[src/rtl/rr_chan_merge_pkg.sv]
// Shared constants and helpers for the round-robin channel merge.
// No logic, no latency.
// No handshakes; used at elaboration time only.
package rr_merge_pkg;

  // Smallest legal parameter values for the merge block.
  localparam int MIN_NCH   = 1;
  localparam int MIN_DW    = 1;
  localparam int MIN_DEPTH = 2;

  // Channel-index width; a single channel still needs one bit to carry a tag.
  function automatic int cw(input int n);
    int w;
    w = $clog2(n);
    return (w < 1) ? 1 : w;
  endfunction

  // Occupancy counter width, wide enough to hold the value DEPTH itself.
  function automatic int cntw(input int depth);
    return $clog2(depth + 1);
  endfunction

  // FIFO pointers wrap naturally only when the depth is a power of two.
  function automatic bit is_pow2(input int n);
    return (n > 0) && ((n & (n - 1)) == 0);
  endfunction

endpackage

[src/rtl/rr_chan_merge_if.sv]
// Bundle of the per-channel input handshakes and the merged output stream.
// Pure wiring, no latency.
// Carries valid/ready in both directions; the block owns in_ready and out_*.
interface rr_chan_merge_if #(
  parameter int NCH   = 4,
  parameter int DW    = 8,
  parameter int DEPTH = 2
);
  import rr_merge_pkg::*;

  localparam int CW   = cw(NCH);
  localparam int CNTW = cntw(DEPTH);

  logic [NCH-1:0]         in_valid;
  logic [NCH-1:0][DW-1:0] in_data;
  logic [NCH-1:0]         in_ready;
  logic                   out_valid;
  logic [DW-1:0]          out_data;
  logic [CW-1:0]          out_chan;
  logic                   out_ready;
  logic [CNTW-1:0]        count;

  // The merge block itself.
  modport slave (
    input  in_valid, in_data, out_ready,
    output in_ready, out_valid, out_data, out_chan, count
  );

  // Producers and consumer around the block.
  modport master (
    output in_valid, in_data, out_ready,
    input  in_ready, out_valid, out_data, out_chan, count
  );

endinterface

[src/rtl/rr_chan_merge_fifo.sv]
// Generic synchronous FIFO of W-bit records with a registered head.
// Push at edge k is visible at o_head after edge k when empty.
// Push is ignored when full unless a pop frees a slot in the same cycle; pop on empty is ignored.
module rr_merge_fifo #(
  parameter int W     = 8,
  parameter int DEPTH = 2
) (
  input  logic                         clk,
  input  logic                         rst,
  input  logic                         i_push,
  input  logic [W-1:0]                 i_dat,
  input  logic                         i_pop,
  output logic [W-1:0]                 o_head,
  output logic [$clog2(DEPTH+1)-1:0]   o_count,
  output logic                         o_full,
  output logic                         o_empty
);

  localparam int AW   = $clog2(DEPTH);
  localparam int CNTW = $clog2(DEPTH + 1);

  logic [W-1:0]    r_mem [DEPTH];
  logic [AW-1:0]   r_wptr;
  logic [AW-1:0]   r_rptr;
  logic [CNTW-1:0] r_count;

  logic w_do_pop;
  logic w_do_push;

  assign o_empty   = (r_count == '0);
  assign o_full    = (r_count == CNTW'(DEPTH));
  assign w_do_pop  = i_pop && !o_empty;
  // When full, the slot being popped this cycle is the one written next edge.
  assign w_do_push = i_push && (!o_full || w_do_pop);

  assign o_head  = r_mem[r_rptr];
  assign o_count = r_count;

  // Storage and wrapping read/write pointers; storage is cleared so the head is never X.
  always_ff @(posedge clk) begin
    if (rst) begin
      for (int i = 0; i < DEPTH; i++) begin
        r_mem[i] <= '0;
      end
      r_wptr <= '0;
      r_rptr <= '0;
    end else begin
      if (w_do_push) begin
        r_mem[r_wptr] <= i_dat;
        r_wptr        <= r_wptr + 1'b1;
      end
      if (w_do_pop) begin
        r_rptr <= r_rptr + 1'b1;
      end
    end
  end

  // Occupancy: simultaneous push and pop leave it unchanged.
  always_ff @(posedge clk) begin
    if (rst) begin
      r_count <= '0;
    end else begin
      case ({w_do_push, w_do_pop})
        2'b10:   r_count <= r_count + 1'b1;
        2'b01:   r_count <= r_count - 1'b1;
        default: r_count <= r_count;
      endcase
    end
  end

endmodule

[src/rtl/rr_chan_merge.sv]
// Round-robin merge of NCH valid/ready channels into one channel-tagged stream.
// One cycle from accept to out_* when the FIFO is empty; strict FIFO order otherwise.
// in_ready is one-hot to the arbiter winner when a slot is free (or freed by a pop), else all zero.
module rr_chan_merge #(
  parameter int NCH   = 4,
  parameter int DW    = 8,
  parameter int DEPTH = 2
) (
  input  logic           clk,
  input  logic           rst,
  rr_chan_merge_if.slave bus
);
  import rr_merge_pkg::*;

  localparam int CW   = cw(NCH);
  localparam int CNTW = cntw(DEPTH);

  typedef struct packed {
    logic [CW-1:0] chan;
    logic [DW-1:0] data;
  } rec_t;

  if (NCH < MIN_NCH) begin : g_bad_nch
    $error("rr_chan_merge: NCH must be at least 1");
  end
  if (DW < MIN_DW) begin : g_bad_dw
    $error("rr_chan_merge: DW must be at least 1");
  end
  if ((DEPTH < MIN_DEPTH) || !is_pow2(DEPTH)) begin : g_bad_depth
    $error("rr_chan_merge: DEPTH must be a power of two, at least 2");
  end

  logic [CW-1:0]   r_ptr;

  logic            w_hit_hi;
  logic            w_hit_lo;
  logic [CW-1:0]   w_idx_hi;
  logic [CW-1:0]   w_idx_lo;
  logic [CW-1:0]   w_gnt;
  logic [DW-1:0]   w_gnt_dat;
  logic            w_found;
  logic            w_pop;
  logic            w_can_push;
  logic            w_push;
  logic            w_full;
  logic            w_empty;
  logic [NCH-1:0]  w_ready;
  logic [CNTW-1:0] w_count;
  rec_t            w_push_rec;
  rec_t            w_head;

  // Search for the first valid channel at or above r_ptr, falling back to the lowest valid one;
  // the descending scan leaves the smallest matching index in each result.
  always_comb begin
    w_hit_hi = 1'b0;
    w_hit_lo = 1'b0;
    w_idx_hi = '0;
    w_idx_lo = '0;
    for (int i = NCH - 1; i >= 0; i--) begin
      if (bus.in_valid[i]) begin
        w_hit_lo = 1'b1;
        w_idx_lo = CW'(i);
        if (i >= int'(r_ptr)) begin
          w_hit_hi = 1'b1;
          w_idx_hi = CW'(i);
        end
      end
    end
  end

  assign w_found    = w_hit_lo;
  assign w_gnt      = w_hit_hi ? w_idx_hi : w_idx_lo;
  assign w_pop      = !w_empty && bus.out_ready;
  assign w_can_push = !w_full || w_pop;
  assign w_push     = w_found && w_can_push;

  // Select the winner's data for the pushed record.
  always_comb begin
    w_gnt_dat = '0;
    for (int i = 0; i < NCH; i++) begin
      if (CW'(i) == w_gnt) begin
        w_gnt_dat = bus.in_data[i];
      end
    end
  end

  // Only the winner sees ready, and only when its beat can be stored this cycle.
  always_comb begin
    w_ready = '0;
    for (int i = 0; i < NCH; i++) begin
      w_ready[i] = w_push && (CW'(i) == w_gnt);
    end
  end

  // Advance priority past the channel that just transferred; blocked grants leave it alone.
  always_ff @(posedge clk) begin
    if (rst) begin
      r_ptr <= '0;
    end else if (w_push) begin
      r_ptr <= (int'(w_gnt) == NCH - 1) ? '0 : w_gnt + 1'b1;
    end
  end

  assign w_push_rec = '{chan: w_gnt, data: w_gnt_dat};

  rr_merge_fifo #(
    .W     ($bits(rec_t)),
    .DEPTH (DEPTH)
  ) u_fifo (
    .clk     (clk),
    .rst     (rst),
    .i_push  (w_push),
    .i_dat   (w_push_rec),
    .i_pop   (w_pop),
    .o_head  (w_head),
    .o_count (w_count),
    .o_full  (w_full),
    .o_empty (w_empty)
  );

  assign bus.in_ready  = w_ready;
  assign bus.out_valid = !w_empty;
  assign bus.out_data  = w_head.data;
  assign bus.out_chan  = w_head.chan;
  assign bus.count     = w_count;

endmodule
[src/flat_wrapper.sv]
// flat-port wrapper written by rule: the top's interface ports become plain ports
module rr_chan_merge_flat import rr_merge_pkg::*;
#(
  parameter int NCH   = 4,
  parameter int DW    = 8,
  parameter int DEPTH = 2
)
  (clk, rst, bus_in_valid, bus_in_data, bus_out_ready, bus_in_ready, bus_out_valid, bus_out_data, bus_out_chan, bus_count);
  rr_chan_merge_if #(.NCH(NCH), .DW(DW), .DEPTH(DEPTH)) bus_i ();
  input  logic clk;
  input  logic rst;
  input wire logic [$bits(bus_i.in_valid)-1:0] bus_in_valid;
  input wire logic [$bits(bus_i.in_data)-1:0] bus_in_data;
  input wire logic [$bits(bus_i.out_ready)-1:0] bus_out_ready;
  output wire logic [$bits(bus_i.in_ready)-1:0] bus_in_ready;
  output wire logic [$bits(bus_i.out_valid)-1:0] bus_out_valid;
  output wire logic [$bits(bus_i.out_data)-1:0] bus_out_data;
  output wire logic [$bits(bus_i.out_chan)-1:0] bus_out_chan;
  output wire logic [$bits(bus_i.count)-1:0] bus_count;
  assign bus_i.in_valid = bus_in_valid;
  assign bus_i.in_data = bus_in_data;
  assign bus_i.out_ready = bus_out_ready;
  assign bus_in_ready = bus_i.in_ready;
  assign bus_out_valid = bus_i.out_valid;
  assign bus_out_data = bus_i.out_data;
  assign bus_out_chan = bus_i.out_chan;
  assign bus_count = bus_i.count;
  rr_chan_merge #(.NCH(NCH), .DW(DW), .DEPTH(DEPTH)) u_core (.clk(clk), .rst(rst), .bus(bus_i));
endmodule
[config.mk]
export PLATFORM = sky130hd
export DESIGN_NAME = rr_chan_merge_flat
export DESIGN_NICKNAME = d
export VERILOG_FILES = /design/src/rtl/rr_chan_merge_pkg.sv /design/src/rtl/rr_chan_merge_if.sv /design/src/rtl/rr_chan_merge_fifo.sv /design/src/rtl/rr_chan_merge.sv /design/src/flat_wrapper.sv
export SDC_FILE = /design/constraint.sdc
export NUM_CORES = 1
export LEC_CHECK = 0
export BUFFER_PORTS_ARGS = -buffer_cell sky130_fd_sc_hd__buf_4
export CAP_MARGIN = 30
export CELL_PAD_IN_SITES_DETAIL_PLACEMENT = 1
export CELL_PAD_IN_SITES_GLOBAL_PLACEMENT = 2
export CORE_MARGIN = 4
export CORE_UTILIZATION = 32
export CTS_BUF_LIST = sky130_fd_sc_hd__clkbuf_4
export DETAILED_ROUTE_END_ITERATION = 8
export MAX_ROUTING_LAYER = met4
export PLACE_DENSITY = 0.95
export SYNTH_ARGS = -nofsm -noshare
export SYNTH_HDL_FRONTEND = slang
export SYNTH_SLANG_ARGS = --single-unit
[constraint.sdc]
create_clock -name clk -period 6.55 [get_ports clk]
set_input_delay 1.31 -clock clk [delete_from_list [all_inputs] [get_ports clk]]
set_output_delay 1.31 -clock clk [all_outputs]
set_load 0.01 [all_outputs]
==> results of run 1 <==
-- sequential cells by signal, summed over array words and instances (netlist names), named ones only --
signal	count
u_core.u_fifo.r_wptr	1
u_core.u_fifo.r_rptr	1
u_core.r_ptr	2
u_core.u_fifo.r_mem	20
u_core.u_fifo.o_count	2
-- path summary, 6_finish.rpt --
path / cells after the start / end / from / slack [ns]
worst min register to register: 2 / u_core.r_ptr[1] / u_core.r_ptr[1] / 0.55
worst max register to register: 8 / u_core.u_fifo.r_mem[1][7] / u_core.r_ptr[1] / 3.82
worst max-delay path: 8 / bus_in_ready[2] / bus_in_valid[2] / 2.25
worst min-delay path: 2 / u_core.r_ptr[1] / u_core.r_ptr[1] / 0.55
-- routing by layer --
layer	GRT usage, %	routed length (um)	vias to the layer above
met5	-	0	-
met4	4.27	35	0
met2	25.1	2210	19
li1	-	-	632
met3	1.64	98	2
met1	17.3	1750	599
-- power groups by stage --
stage | clock network (mW) | registers, mW | logic [mW]
3_5_place_dp | 0 | 0.274 | 0.329
5_1_grt | 0.0849 | 0.277 | 0.360
6_report | 0.0751 | 0.268 | 0.327
2_1_floorplan | 0 | 0.260 | 0.214
4_1_cts | 0.0754 | 0.270 | 0.332
3_3_place_gp | 0 | 0.269 | 0.323
-- synth_stat cells --
master	instances	share of area (%)
o41a_2	1	0.82
mux2i_1	1	0.66
a22oi_1	8	3.9
ha_1	5	4.1
o21a_1	1	0.49
nand3b_1	1	0.49
nand2_1	4	0.98
dfxtp_1	7	9.2
or3_1	2	0.82
edfxtp_1	20	39
nor2b_1	1	0.41
or2_2	1	0.41
and2_1	5	2.0
o21bai_1	1	0.49
a21oi_1	14	4.6
nor2_1	26	6.4
xnor2_1	3	1.7
nand2b_1	2	0.82
a211oi_1	1	0.49
a221o_1	7	4.6
nor2_2	1	0.41
o22ai_1	1	0.41
xor2_1	1	0.57
inv_4	1	0.41
clkbuf_1	8	2.0
mux2_2	10	7.4
buf_6	2	1.5
nor3_1	1	0.33
buf_2	1	0.33
or3b_1	1	0.57
o21ai_0	2	0.66
inv_1	11	2.7
-- worst reg2reg max path, delay by kind of cell, from the launching register on --
family	cells	cell delay [ns]
adders and majority gates	1	0.46
and+or+nand+nor	4	0.72
muxes	1	0.21
DFF	1	0.45
AOI/OAI and AO/OA	2	0.65
-- cells by family (layout without fill, tap and decap cells) --
group / after synthesis / in the layout / share of synthesized area, %
simple gates: 45 / 45 / 13.7
buf+inv: 23 / 71 / 6.89
mux: 11 / 11 / 8.03
fa+ha+maj: 5 / 5 / 4.10
xor+xnor: 4 / 4 / 2.30
flops: 27 / 27 / 48.5
compound gates: 36 / 36 / 16.5
-- area by class of cell --
type,instances,area [sq um]
timing repair buffer,55,413
multi-input combinational,101,681
fill,515,2500
inverter,12,47.5
sequential,27,741
clock buffer,4,30.0
tap,52,65.1
==> metrics.md, run 1 <==
| Metric | Value |
|---|---|
| Run status | finished clean |
| Commonest non-fill, non-tap cells in the layout | 55 x buf_4, 26 x nor2_1, 20 x edfxtp_1, 14 x a21oi_1, 11 x inv_1 |
| Chip Height | 77.1 um |
| Largest buffer count on any clock path | 2 |
| Clock Latency Late Sink | 0.32 ns |
| Cell area after synthesis | 1530 sq um |
| Core ar. | 4470 sq um |
| Layout cells sized above 1 | 36.7% |
| Final period utilization | 65.7% |
| Clock Tree Root | clkbuf_4 |
| Pin count of the biggest net entering global routing | 18 |
| Via count | 1252 |
| Placed insts | 247 |
| Actual slew at the worst max-slew pin | 0.962 ns |
| Hold crit path type | register to register |
| Sw Share | 35.8% |
| FF+latch count, synth | 27 |
| Pleak | 0.893 nW |
| Crit-path cells | buf_4 > mux2i_1 > nor2_1 > nor3_1 > inv_1 > ha_1 > and2_1 > buf_4 |
| Postcts setup bufs | 0 |
| Number of antenna violations at the first check in global routing | 0 |
| Final Setup Violations | 0 |
| Port bufs | 55 |
| Worst EP arrival | 2.99 ns |
| Placement row count | 24 |
| CP required | 5.24 ns |
| Syn Nets | 195 |
| Post-CTS Hold Buffers | 0 |
| Grt ovf | 0 |
| Final hold viol count | 0 |
| Vias per cell | 4.99 |
| Synth-to-Final Area Change | 29.5% |
| Skew final | 0.00698 ns |
| Final Worst Setup Slack | 2.25 ns |
| Resized Gates After CTS | 0 |
| Yosys warns | 0 |
| Crit start category | input pin |
| Synth Instances | 151 |
| CP max stage cell | ha_1 |
| Worst-path clk slew | 0.14 ns |
| DP HPWL | 3270 um |
| Pint | 430 uW |
| Max Slew Vio Count | 0 |
| Min cycle time layout | 4.30 ns |
| Drt pass-1 iters | 4 |
| DR WL/cell | 16.3 um |
| Vias in the first global route | 1276 |
| Drt total wl | 4100 um |
| Die Area | 5940 sq um |
| Most common cell after layout, fill and taps aside | buf_4 |
| Clk pwr share | 11.2% |
| Fin util | 44.2% |
| Total power | 670 uW |
| Post-placement cell area | 1950 sq um |
| Routed Antenna Nets | 0 |
| Peak VDD IR | 121 uV |
| Antenna cell count | 0 |
| Max-cap violation count | 0 |
| Initial drt markers | 57 |
| CTS tree | yes |
| Drc violations | 0 |
| CTS Buf Count | 3 |
| Die width | 77.1 um |
| Yosys cell types | 32 |
| Logic gate share of total power | 48.8% |
| Post-Layout Cell Count | 251 |
| First-pass GRT wire length | 6530 um |
| Initial core utilization | 34.1% |
| F_max | 232 MHz |
| PwrDens | 339 nW/um^2 |
| WP buf/inv | 3 |
| CP Class | input pin to output port |
| Seq/Total Area, Yosys | 48.5% |
| CP delay by family, top | simple AND/OR/NAND/NOR gates |
| IO Pins | 56 |
| Final nets | 244 |
| GPL Wtd Cong | 0.787 |
| Slew headroom | 35.7% |
| Setup_tns | 0 ns |
| CP max stage delay | 0.42 ns |
| Gr usage total | 14.3% |
| Post-Place Worst Slack | 2.26 ns |
| WHS | 0.547 ns |
| Unrepaired setup endpoints after global routing | no |
| Synth Area per Inst | 10.1 sq um |
| Reg power frac | 40.0% |
| CTS H-tree lvls | 1 |
| Clock sink total | 27 |
| Worst setup EP type | output port |
| Net load switching power | 240 uW |
| Final instance area | 1980 sq um |
| Most frequent CP cell | buf_4 |
| CP Max Fanout | 17 |
(Power assumes the default switching activity.)
==> inputs of run 2 (changes only) <==
CORE_UTILIZATION = 30   (was 32)
PLACE_DENSITY = 0.92   (was 0.95)
clock period = 4.5 ns   (was 6.55 ns; I/O delays follow)
==> run 2 against run 1 <==
Effect of this change: critical path depth did not move; power rose by 46%; worst hold slack got worse by 0.014 ns.
==> metrics.md, run 2 (synthesis results as in run 1) <==
| Metric | Value |
|---|---|
| Run status | finished clean |
| Pleak | 0.897 nW (+0.42%) |
| Clock Latency Late Sink | 0.33 ns (about the same) |
| Largest Register | u_core.u_fifo.r_mem |
| Hold Crit Start | u_core.r_ptr[0] |
| Hold crit path type | register to register |
| First-pass GRT wire length | 6400 um (-2.1%) |
| DR WL/cell | 15.1 um (-7.6%) |
| Resized Gates After CTS | 0 (unchanged) |
| FF/Latch Area | 741 sq um (unchanged) |
| Post-Place Worst Slack | 0.964 ns (-1.29 ns) |
| Routed Antenna Nets | 0 (unchanged) |
| Core ar. | 4820 sq um (+7.7%) |
| Worst setup EP type | output port |
| Min cycle time layout | 3.55 ns |
| Crit-path cells | buf_4 > mux2i_1 > nor2_1 > nor3_1 > inv_1 > ha_1 > and2_1 > buf_4 |
| Vias in the first global route | 1265 (-0.86%) |
| Max Slew Vio Count | 0 (unchanged) |
| Max FFs per register | 20 (unchanged) |
| Most frequent CP cell | buf_4 |
| Crit start category | input pin |
| Peak VDD IR | 126 uV (+4.0%) |
| Final Worst Setup Slack | 0.946 ns (-1.30 ns) |
| CTS Buf Count | 3 (unchanged) |
| Die Area | 6290 sq um (+6.0%) |
| Post-CTS Hold Buffers | 0 (unchanged) |
| Reg-to-Reg Start | u_core.r_ptr[1] |
| Slew headroom | 60.8% (+25 points) |
| Final nets | 245 (+0.41%) |
| Unrepaired setup endpoints after global routing | no |
| Worst EP arrival | 2.65 ns (-0.34 ns) |
| Port bufs | 55 (unchanged) |
| CP Max Fanout | 17 (unchanged) |
| Layout cells sized above 1 | 37.0% (+0.32 points) |
| Postcts setup bufs | 0 (unchanged) |
| Final hold viol count | 0 (unchanged) |
| Max-cap violation count | 0 (unchanged) |
| Register-to-Register Setup Slack | 1.72 ns (-2.10 ns) |
| Chip Height | 79.3 um (+2.9%) |
| Synth-to-Final Area Change | 31.2% |
| CP Launch Point | bus_in_valid[2] |
| Placement row count | 25 (+4.2%) |
| Drt total wl | 4040 um (-1.3%) |
| Skew final | 0.00780 ns (+0.000824 ns) |
| Clock sink total | 27 (unchanged) |
| Fin util | 41.6% (-2.6 points) |
| CP max stage cell | nor3_1 |
| Layout fillers | 602 (+17%) |
| Final period utilization | 79.0% |
| Clock Tree Root | clkbuf_4 |
| Area of the multi-input gates | 681 sq um (unchanged) |
| Die width | 79.3 um (+2.9%) |
| Initial drt markers | 80 (+40%) |
| Gr usage total | 13.7% (-0.57 points) |
| Drt pass-1 iters | 4 (unchanged) |
| Final Setup Violations | 0 (unchanged) |
| Via count | 1253 (+0.080%) |
| CTS tree | yes |
| CP Class | input pin to output port |
| Vias per cell | 4.68 (-6.3%) |
| Grt ovf | 0 (unchanged) |
| Largest buffer count on any clock path | 2 (unchanged) |
| F_max | 281 MHz |
| Setup_tns | 0 ns (unchanged) |
| Initial core utilization | 31.7% (-2.4 points) |
| Drc violations | 0 (unchanged) |
| Commonest non-fill, non-tap cells in the layout | 56 x buf_4, 26 x nor2_1, 20 x edfxtp_1, 14 x a21oi_1, 11 x inv_1 |
| GPL Wtd Cong | 0.730 (-7.2%) |
| CP max stage delay | 0.44 ns (+0.02 ns) |
| Actual slew at the worst max-slew pin | 0.587 ns (-0.375 ns) |
| PwrDens | 487 nW/um^2 (+44%) |
| DP HPWL | 3190 um (-2.3%) |
| Most common cell after layout, fill and taps aside | buf_4 |
| Worst-path clk slew | 0.14 ns (about the same) |
| Number of antenna violations at the first check in global routing | 1 (+1) |
| CP required | 3.60 ns (-1.64 ns) |
| Pin count of the biggest net entering global routing | 18 (unchanged) |
| WHS | 0.533 ns (-0.0138 ns) |
| CTS H-tree lvls | 1 (unchanged) |
| IO Pins | 56 (unchanged) |
## run 2: changes by cell type in the layout (fill, tap and decap cells not counted)
cell / previous run / this run
buf_4: 55 / 56
clkbuf_4: 4 / 3
clkinv_2: 0 / 1
diode_2: 0 / 1
## run 2: metal layers
layer,track usage [%],routed length (um)
met5,-,0
met4,6.70,79
met3,1.47,163
met1,17.4,1760
met2,22.0,2040
## run 2: area by class of cell
type / count / area share [%]
sequential: 27 / 37.0
multi-input combinational: 101 / 34.0
timing repair buffer: 56 / 21.0
tap: 67 / 4.18
inverter: 12 / 2.37
clock buffer: 3 / 1.12
clock inverter: 1 / 0.250
antenna: 1 / 0.125
## run 2: through the flow
| stage | cells | instance area [sq um] | total power, mW |
|---|---|---|---|
| final | 268 | 2000 | 0.975 |
| after global routing | 268 | 2000 | 1.05 |
| after CTS | 266 | 1990 | 0.984 |
| after detailed placement | 262 | 1970 | 0.879 |
| after global placement | 262 | 1970 | 0.858 |
| after floorplan | 151 | 1530 | 0.689 |
## run 2: worst max-delay path: cells and delay by family
kind | cells | cell delay, ns
multiplexers | 1 | 0.13
buffers and inverters | 3 | 0.47
adder cells (fa/ha/maj) | 1 | 0.43
AND/OR/NAND/NOR | 3 | 0.73
## run 2: worst paths after layout
kind                                    end  cells past startpoint
setup / recovery            bus_in_ready[2]                      8
hold reg to reg             u_core.r_ptr[0]                      2
hold / removal              u_core.r_ptr[0]                      2
setup reg to reg  u_core.u_fifo.r_mem[1][6]                      9
## run 2: where the power goes
part / leakage [nW] / total [mW] / internal (mW) / switching [mW]
registers: 0.275 / 0.391 / 0.346 / 0.0447
logic: 0.604 / 0.480 / 0.241 / 0.239
clock network: 0.0177 / 0.105 / 0.0334 / 0.0715
